--- config.mk ---
export PLATFORM = sky130hd
export DESIGN_NAME = debug_hub
export DESIGN_NICKNAME = d
export VERILOG_FILES = /design/src/rtl/debug_hub.sv
export SDC_FILE = /design/constraint.sdc
export NUM_CORES = 1
export LEC_CHECK = 0
export ABC_AREA = 1
export CAP_MARGIN = 20
export CORE_MARGIN = 2
export CORE_UTILIZATION = 48
export CTS_CLUSTER_SIZE = 24
export DETAILED_ROUTE_END_ITERATION = 7
export PLACE_DENSITY = 0.83
export SYNTH_ARGS = -nofsm -noshare
export SYNTH_HDL_FRONTEND = slang
export SYNTH_SLANG_ARGS = --single-unit
--- constraint.sdc ---
create_clock -name clk -period 2.2 [get_ports clk]
set_input_delay 0.33 -clock clk [delete_from_list [all_inputs] [get_ports clk]]
set_output_delay 0.33 -clock clk [all_outputs]
set_load 0.03 [all_outputs]
--- src/rtl/debug_hub.sv ---
// debug_hub: debug-bus endpoint that controls NUM_CORES cores.
// It handles halt, resume, single-step and status commands, plus register
// reads and writes on halted cores. Each command has a timeout and can report
// an error.
//
// Ports:
//   clk, rst          clock; synchronous active-high reset
//   bus_addr          debug-bus target address
//   bus_start         command strobe
//   bus_wdata         command word: [7:0] op, [15:8] core, [15+REG_AW:16] reg,
//                     [63:32] write data
//   bus_rdata         response word: [0] ok, [1] error, [2] timeout,
//                     [63:32] value
//   bus_drive         combinational address match, enables shared-bus drivers
//   bus_accepted      one-cycle pulse, command latched
//   bus_available     one-cycle pulse, bus_rdata holds a new response
//   hlt_req/hlt_state per-core halt request / halted indication
//   step_req          per-core one-cycle step pulse
//   step_done         per-core pulse, stepped instruction retired
//   reg_*             register-file debug port (req/ack handshake)
module debug_hub #(
  parameter logic [7:0] BUS_ADDR  = 8'd3,
  parameter int         DATA_W    = 64,
  parameter int         NUM_CORES = 2,
  parameter int         REG_AW    = 4,
  parameter int         TIMEOUT   = 255
) (
  input  logic                 clk,
  input  logic                 rst,
  input  logic [7:0]           bus_addr,
  input  logic                 bus_start,
  input  logic [DATA_W-1:0]    bus_wdata,
  output logic [DATA_W-1:0]    bus_rdata,
  output logic                 bus_drive,
  output logic                 bus_accepted,
  output logic                 bus_available,
  output logic [NUM_CORES-1:0] hlt_req,
  input  logic [NUM_CORES-1:0] hlt_state,
  output logic [NUM_CORES-1:0] step_req,
  input  logic [NUM_CORES-1:0] step_done,
  output logic                 reg_req,
  output logic [7:0]           reg_core,
  output logic [REG_AW-1:0]    reg_addr,
  output logic                 reg_we,
  output logic [31:0]          reg_wdata,
  input  logic                 reg_ack,
  input  logic [31:0]          reg_rdata
);

  typedef enum logic [1:0] {IDLE, EXEC, WAIT, RESP} state_t;

  localparam logic [7:0] OP_STATUS = 8'd0;
  localparam logic [7:0] OP_HALT   = 8'd1;
  localparam logic [7:0] OP_RESUME = 8'd2;
  localparam logic [7:0] OP_STEP   = 8'd3;
  localparam logic [7:0] OP_REG_RD = 8'd4;
  localparam logic [7:0] OP_REG_WR = 8'd5;

  state_t              state_reg;
  logic [7:0]          op_reg;
  logic [7:0]          core_reg;
  logic [REG_AW-1:0]   regidx_reg;
  logic [31:0]         wdata_reg;
  logic [15:0]         cnt_reg;
  logic                resp_phase_reg;
  logic [DATA_W-1:0]   resp_reg;

  logic [NUM_CORES-1:0] core_oh;
  logic                 core_ok;
  logic                 sel_halted;
  logic                 sel_step_done;
  logic                 wait_met;
  logic [31:0]          status_value;
  logic                 unused_bits;

  assign bus_drive   = (bus_addr == BUS_ADDR);
  // Only the low command fields are decoded.
  assign unused_bits = ^bus_wdata;

  // One-hot decode of the target core. Out-of-range indices decode to zero
  // and are rejected in EXEC.
  for (genvar gi = 0; gi < NUM_CORES; gi++) begin : g_dec
    assign core_oh[gi] = (core_reg == 8'(gi));
  end

  // Halted vector padded with zeros (or truncated) to the 32-bit value field.
  for (genvar gi = 0; gi < 32; gi++) begin : g_status
    if (gi < NUM_CORES) begin : g_bit
      assign status_value[gi] = hlt_state[gi];
    end else begin : g_zero
      assign status_value[gi] = 1'b0;
    end
  end

  assign core_ok       = ({1'b0, core_reg} < 9'(NUM_CORES));
  assign sel_halted    = |(hlt_state & core_oh);
  assign sel_step_done = |(step_done & core_oh);

  always_comb begin
    wait_met = 1'b0;
    case (op_reg)
      OP_HALT:              wait_met = sel_halted;
      OP_RESUME:            wait_met = !sel_halted;
      OP_STEP:              wait_met = sel_step_done;
      OP_REG_RD, OP_REG_WR: wait_met = reg_ack;
      default:              wait_met = 1'b0;
    endcase
  end

  function automatic logic [DATA_W-1:0] make_resp(input logic ok, input logic err,
                                                  input logic tmo, input logic [31:0] value);
    logic [DATA_W-1:0] r;
    r        = '0;
    r[0]     = ok;
    r[1]     = err;
    r[2]     = tmo;
    r[63:32] = value;
    return r;
  endfunction

  always_ff @(posedge clk) begin
    if (rst) begin
      state_reg      <= IDLE;
      op_reg         <= '0;
      core_reg       <= '0;
      regidx_reg     <= '0;
      wdata_reg      <= '0;
      cnt_reg        <= '0;
      resp_phase_reg <= 1'b0;
      resp_reg       <= '0;
      bus_rdata      <= '0;
      bus_accepted   <= 1'b0;
      bus_available  <= 1'b0;
      hlt_req        <= '1;
      step_req       <= '0;
      reg_req        <= 1'b0;
      reg_core       <= '0;
      reg_addr       <= '0;
      reg_we         <= 1'b0;
      reg_wdata      <= '0;
    end else begin
      bus_accepted  <= 1'b0;
      bus_available <= 1'b0;
      step_req      <= '0;
      case (state_reg)
        IDLE: begin
          if (bus_drive && bus_start) begin
            op_reg       <= bus_wdata[7:0];
            core_reg     <= bus_wdata[15:8];
            regidx_reg   <= bus_wdata[15+REG_AW:16];
            wdata_reg    <= bus_wdata[63:32];
            bus_accepted <= 1'b1;
            state_reg    <= EXEC;
          end
        end
        EXEC: begin
          cnt_reg        <= '0;
          resp_phase_reg <= 1'b0;
          if (!core_ok || op_reg > OP_REG_WR) begin
            resp_reg  <= make_resp(1'b0, 1'b1, 1'b0, 32'd0);
            state_reg <= RESP;
          end else begin
            case (op_reg)
              OP_STATUS: begin
                resp_reg  <= make_resp(1'b1, 1'b0, 1'b0, status_value);
                state_reg <= RESP;
              end
              OP_HALT: begin
                hlt_req   <= hlt_req | core_oh;
                state_reg <= WAIT;
              end
              OP_RESUME: begin
                hlt_req   <= hlt_req & ~core_oh;
                state_reg <= WAIT;
              end
              OP_STEP: begin
                if (sel_halted) begin
                  hlt_req   <= hlt_req | core_oh;
                  step_req  <= core_oh;
                  state_reg <= WAIT;
                end else begin
                  resp_reg  <= make_resp(1'b0, 1'b1, 1'b0, 32'd0);
                  state_reg <= RESP;
                end
              end
              default: begin  // REG_RD / REG_WR
                if (sel_halted) begin
                  reg_req   <= 1'b1;
                  reg_core  <= core_reg;
                  reg_addr  <= regidx_reg;
                  reg_we    <= (op_reg == OP_REG_WR);
                  reg_wdata <= wdata_reg;
                  state_reg <= WAIT;
                end else begin
                  resp_reg  <= make_resp(1'b0, 1'b1, 1'b0, 32'd0);
                  state_reg <= RESP;
                end
              end
            endcase
          end
        end
        WAIT: begin
          // Completion is checked before the timeout so success wins a tie.
          if (wait_met) begin
            resp_reg  <= make_resp(1'b1, 1'b0, 1'b0,
                                   (op_reg == OP_REG_RD) ? reg_rdata : 32'd0);
            reg_req   <= 1'b0;
            state_reg <= RESP;
          end else if (cnt_reg == 16'(TIMEOUT)) begin
            resp_reg  <= make_resp(1'b0, 1'b1, 1'b1, 32'd0);
            reg_req   <= 1'b0;
            state_reg <= RESP;
          end else begin
            cnt_reg <= cnt_reg + 16'd1;
          end
        end
        RESP: begin
          // The response stage lasts two cycles, which fixes the accept-to-response
          // latency at 3 cycles for commands that complete immediately.
          if (!resp_phase_reg) begin
            resp_phase_reg <= 1'b1;
          end else begin
            bus_rdata     <= resp_reg;
            bus_available <= 1'b1;
            state_reg     <= IDLE;
          end
        end
        default: state_reg <= IDLE;
      endcase
    end
  end

endmodule

==> results of run 1 <==
## cell families after synthesis
| group | after synthesis | synth area share |
|---|---|---|
| AOI/OAI and AO/OA | 247 | 0.166 |
| xor gates and xnor gates | 9 | 0.00992 |
| adders and majority gates | 6 | 0.00945 |
| buffers and inverters | 184 | 0.109 |
| DFF | 193 | 0.486 |
| other | 1 | 0.000472 |
| and+or+nand+nor | 406 | 0.219 |
## power groups by stage
stage          clock network, mW  logic [mW]  registers [mW]
4_1_cts                     2.99        2.58            3.96
3_3_place_gp                   0        2.49            4.02
6_report                    2.92        2.57            3.96
3_5_place_dp                   0        2.56            4.04
5_1_grt                     3.14        2.96            3.99
2_1_floorplan                  0        2.06            4.01
## final timing paths
kind,start,to,slack (ps),cells after the start
max,core_reg[6]$_SDFFE_PP0P_,resp_reg[62]$_SDFFE_PP0P_,190,13
min,rst,bus_available$_SDFF_PP0_,410,3
max reg2reg,core_reg[6]$_SDFFE_PP0P_,resp_reg[62]$_SDFFE_PP0P_,190,13
min reg2reg,resp_reg[57]$_SDFFE_PP0P_,bus_rdata[57]$_SDFFE_PP0P_,450,2
## synth_stat cells (2+ instances only)
cell / number
nand4_1: 4
buf_4: 38
a211oi_1: 31
a21oi_1: 130
o21ai_0: 82
nor2_4: 3
nor3b_1: 9
nand3_1: 20
nor4_1: 3
xor2_1: 5
nand3b_1: 2
nand2_2: 5
nor3_1: 8
buf_2: 8
nand3_2: 3
ha_1: 6
nand2_1: 197
inv_2: 7
buf_6: 3
inv_1: 87
clkbuf_1: 39
nor2_2: 8
nor2_1: 139
xnor2_1: 4
dfxtp_1: 193
## worst min-delay path, cell delays in order
cell and delay [ps]:
buf_2 120, buf_12 200, nor2_1 130
## area by class of cell
cell class | instances | area, µm²
tap | 220 | 275
fill | 1362 | 5920
sequential | 193 | 3860
clock buffer | 19 | 443
multi-input combinational | 697 | 3340
inverter | 95 | 357
timing repair buffer | 210 | 2110
clock inverter | 10 | 101
## layer usage
metal | vias up | GRT usage | wire [µm]
li1 | 3645 | - | -
met3 | 28 | 0.0785 | 1740
met4 | 0 | 0.0848 | 394
met1 | 3168 | 0.273 | 8350
met5 | - | 0 | 0
met2 | 236 | 0.338 | 8430
## metrics by stage
stage	power [mW]	setup WS [ps]
final	9.45	188
after CTS	9.54	200
after global routing	10.1	1.62
after detailed placement	6.60	20.1
after floorplan	6.07	127
after global placement	6.51	74.8
## layout by cell type, fill, tap and decap left out, drive strengths merged
cell,n
dfxtp,193
clkinv,3
nand2,203
inv,99
xor2,5
xnor2,4
nand3,23
a211oi,31
nor3,9
nand3b,2
buf,25
clkinvlp,2
clkdlybuf4s50,185
conb,29
a21boi,1
o22ai,1
bufinv,1
nor3b,9
o21ai,84
nand4,5
clkbuf,19
nor4,4
a21oi,130
ha,6
nor2,151
==> summary.md, run 1 <==
| Metric | Value |
|---|---|
| Synthesized area | 0.00795 mm² |
| Num rows | 47 |
| Final Hold Viols | 0 |
| Outcome | complete, no violations |
| Final Max Tran Viols | 0 |
| Layout net count | 1,332 |
| Max Cap Viol | 0 |
| Final setup viols | 0 |
| Critical path's slowest cell | dfxtp_1 |
| Clk slew on worst S/H paths | 60 ps |
| Cts repair resizes | 0 |
| Final Util | 0.639 |
| Worst-case vdd ir drop | 668 µV |
| Area after DPL | 0.00994 mm² |
| Top-Level Pins | 229 |
| Mean Syn Cell Area | 7.60 µm² |
| Net Switching | 3.06 mW |
| First-pass GRT wire length | 31,400 µm |
| Hold WS | 412 ps |
| TritonCTS clock tree | yes |
| WP data arrival | 2320 ps |
| CP peak stage delay | 320 ps |
| Combinational Power Share | 0.272 |
| Via Count | 7,077 |
| Worst clock skew | 10.3 ps |
| Critical path's top delay family | simple AND/OR/NAND/NOR gates |
| Longest Clk Path Bufs | 2 |
| Sequential Power Share | 0.419 |
| Share of cells above drive strength 1 | 0.0711 |
| Unrepaired setup endpoints after global routing | false |
| Hold Buf Count CTS | 0 |
| Final period util | 0.914 |
| Setup repair bufs after CTS | 0 |
| Initial antenna violation count | 0 |
| Crit Path Class | reg2reg |
| Grt ovf | 0 |
| Post-synthesis cell count | 1,046 |
| Static Leak | 4.16 nW |
| Largest net degree at the start of global routing | 96 |
| Worst-path cell chain | nor2_1 -> nand2_2 -> nor2_4 -> nand2_1 -> nand2_2 -> nand3_1 -> nand2_1 -> nand2_1 -> nand3_2 -> buf_4 -> nand2_1 -> nand2_1 -> nor2_1 |
| CP max FO | 25 |
| Starting Density | 0.484 |
| HPWL after DPL | 12,800 µm |
| EDFF count, synth | 0 |
| CTS buffer count | 17 |
| Drt wl/cell | 13.1 µm |
| Die area | 0.0176 mm² |
| Top-area cell type share of the netlist area | 0.486 |
| IO buf count | 187 |
| Critical path data required time | 2510 ps |
| Die Ht | 133 µm |
| Post-route ant nets | 0 |
| Placed insts | 1,415 |
| Distinct cells, synth | 37 |
| Area Overhead vs Synth | 32.0% |
| Iteration-0 DRC Markers | 319 |
| Area contributors post-synth | dfxtp_1 49%, nand2_1 9.3%, a21oi_1 8.2%, nor2_1 6.6%, o21ai_0 5.2% |
| Setup crit end kind | flip-flop |
| Number of global-route vias before repair | 6,620 |
| Worst Path Buf+Inv | 1 |
| Root Driver | clkbuf_16 |
| FF+latch count, synth | 193 |
| Hold Crit Class | in2reg |
| Top cell by count, worst path | nand2_1 |
| Post-synth ARST share | 0 |
| Floorplan core area | 0.0164 mm² |
| PD cells | 901 mW/mm² |
| Avg Vias per Cell | 4.90 |
| Gr usage total | 0.216 |
| Clock power share | 0.309 |
| Setup tns final | 0 ps |
| Drt pass-1 iters | 5 |
| Sink Count | 193 |
| GPL Wtd Cong | 0.918 |
| DRC Markers | 0 |
| Post-route cell area | 0.0105 mm² |
| # diodes | 0 |
| Fmax | 497 MHz |
| H-Tree Depth | 4 |
| Post-synthesis sequential area ratio | 0.486 |
| Synth area leader | dfxtp_1 |
| Total of warnings raised by yosys | 0 |
| CP Launch Type | flip-flop |
| Fin cells | 1,444 |
| Post-synth top flop | dfxtp_1 |
| Aggregate routed wire length | 18,900 µm |
| Pint | 6.39 mW |
| Sw Ratio | 0.324 |
| Clock latency on the worst-skew pair | 420 ps |
| Tmin final | 2010 ps |
| DIE WIDTH | 133 µm |
Power figures use the tool's default switching activity.
==> run 2, diff against run 1 <==
--- a/config.mk
+++ b/config.mk
@@ -8,10 +8,11 @@
 export ABC_AREA = 1
 export CAP_MARGIN = 20
 export CORE_MARGIN = 2
-export CORE_UTILIZATION = 48
+export CORE_UTILIZATION = 51
 export CTS_CLUSTER_SIZE = 24
 export DETAILED_ROUTE_END_ITERATION = 7
-export PLACE_DENSITY = 0.83
+export PLACE_DENSITY = 0.87
+export SETUP_SLACK_MARGIN = 0.02
 export SYNTH_ARGS = -nofsm -noshare
 export SYNTH_HDL_FRONTEND = slang
 export SYNTH_SLANG_ARGS = --single-unit
==> constraint.sdc (replaced) <==
create_clock -name clk -period 2.45 [get_ports clk]
set_input_delay 0.49 -clock clk [delete_from_list [all_inputs] [get_ports clk]]
set_output_delay 0.49 -clock clk [all_outputs]
set_load 0.03 [all_outputs]
==> summary.md, run 2 (synthesized netlist as in run 1, its figures left out) <==
| Metric | Value |
|---|---|
| Fmax | 483 MHz |
| Grt ovf | 0 |
| GPL Wtd Cong | 0.920 |
| Power, Total | 8.59 mW |
| Final period util | 0.845 |
| Tmin final | 2070 ps |
| Longest Clk Path Bufs | 2 |
| CP peak stage delay | 380 ps |
| Largest net degree at the start of global routing | 82 |
| Clock latency on the worst-skew pair | 430 ps |
| Drt pass-1 iters | 7 |
| Worst clock skew | 15.4 ps |
| Drt wl/cell | 13.3 µm |
| Sink Count | 193 |
| Setup repair bufs after CTS | 0 |
| Crit Path Class | reg2reg |
| Max-Slew Margin vs Limit | 0.406 |
| Critical path data required time | 2800 ps |
| Initial antenna violation count | 0 |
| Unrepaired setup endpoints after global routing | false |
| DRC Markers | 0 |
| Critical path's top delay family | buffers and inverters |
| CTS buffer count | 17 |
| Layout net count | 1,327 |
| Root Driver | clkbuf_16 |
| Setup tns final | 0 ps |
| Setup crit end kind | flip-flop |
| Static Leak | 4.16 nW |
| Number of global-route vias before repair | 6,543 |
| CP max FO | 13 |
| Die area | 0.0166 mm² |
| Critical path's slowest cell | ha_1 |
| Hold Crit Class | reg2reg |
| Final setup viols | 0 |
| Outcome | complete, no violations |
| Num rows | 45 |
| Final Hold Viols | 0 |
| Setup ws final | 379 ps |
| Die Ht | 129 µm |
| PD cells | 821 mW/mm² |
| Share of cells above drive strength 1 | 0.0704 |
| Final Max Tran Viols | 0 |
| Area Overhead vs Synth | 31.7% |
| Most frequent cells in the layout | 197 x nand2_1, 193 x dfxtp_1, 185 x clkdlybuf4s50_1 |
| Avg Vias per Cell | 5.09 |
| Worst-path cell chain | inv_1 -> ha_1 -> clkinv_1 -> buf_4 -> nand2_1 -> o21ai_2 -> inv_1 -> nand2_1 -> a21oi_1 |
| H-Tree Depth | 4 |
| WP data arrival | 2420 ps |
| Via Count | 7,177 |
| Iteration-0 DRC Markers | 502 |
| IO buf count | 187 |
| Commonest non-fill, non-tap cell in the layout | nand2_1 |
| Starting Density | 0.523 |
| Floorplan core area | 0.0152 mm² |
| Worst slack at placement | 146 ps |
| First-pass GRT wire length | 30,200 µm |
| Worst-case vdd ir drop | 558 µV |
| Gr usage total | 0.225 |
| CP Launch Type | flip-flop |
| TritonCTS clock tree | yes |
| Fillers | 1,174 |
| Aggregate routed wire length | 18,800 µm |
| Max Cap Viol | 0 |
| Worst-Margin Slew | 890 ps |
| Top-Level Pins | 229 |
| DIE WIDTH | 129 µm |
| # diodes | 0 |
| HPWL after DPL | 12,700 µm |
| Clk slew on worst S/H paths | 80 ps |
| Worst Path Buf+Inv | 4 |
| Post-route ant nets | 0 |
## run 2: cell types whose count changed in the layout (fill, tap and decap cells not counted)
cell      delta
clkinv_2     -2
nor3_2       +1
inv_8        +1
clkinv_4     +3
nor3_1       -1
buf_4        -5
clkinv_8     +3
clkbuf_8     -1
inv_6        -1
## run 2: power breakdown
part | leakage, nW | internal [mW] | switching (mW)
Clock | 0.284 | 1.46 | 1.31
Combinational | 2.32 | 0.813 | 1.46
Sequential | 1.56 | 3.45 | 0.0979
Total | 4.16 | 5.72 | 2.87
## run 2: per-stage QoR
step                      cells   util  hold WS [ps]  instance area, µm²
after floorplan            1074      -           430                8050
after CTS                  1410  0.688           452               10500
after detailed placement   1378  0.649           439                9870
after global routing       1410  0.689           467               10500
final                      1410  0.689           449               10500
after global placement     1378  0.649           434                9870
## run 2: worst min-delay path: stages (launching register included)
cell and delay (ps):
dfxtp_1 300, inv_1 60, a21oi_1 50
## run 2: layout make-up
class	count	area, µm²	area share
inverter	95	357	0.0341
tap	188	235	0.0225
clock buffer	18	429	0.0410
multi-input combinational	697	3340	0.319
timing repair buffer	205	2070	0.198
sequential	193	3860	0.369
clock inverter	14	169	0.0161
## run 2: timing repair
action	4_1_cts	5_1_grt
gates resized for setup	0	1
hold buffers	0	0
setup endpoints to repair	0	1
## run 2: final timing paths
check                           cells past startpoint  slack (ps)                       from                          to
worst min-delay path                                2         450  resp_reg[51]$_SDFFE_PP0P_  bus_rdata[51]$_SDFFE_PP0P_
worst min register to register                      2         450  resp_reg[51]$_SDFFE_PP0P_  bus_rdata[51]$_SDFFE_PP0P_
worst max-delay path                                9         380  state_reg[0]$_SDFFE_PP0P_     cnt_reg[1]$_SDFFE_PP0P_
worst max register to register                      9         380  state_reg[0]$_SDFFE_PP0P_     cnt_reg[1]$_SDFFE_PP0P_
## run 2: routing by layer
layer | global-route usage | vias up | share of wire
met3 | 0.0823 | 36 | 0.091
met1 | 0.269 | 3232 | 0.42
met2 | 0.372 | 273 | 0.47
met5 | 0 | - | 0
met4 | 0.0825 | 0 | 0.021
li1 | - | 3636 | -
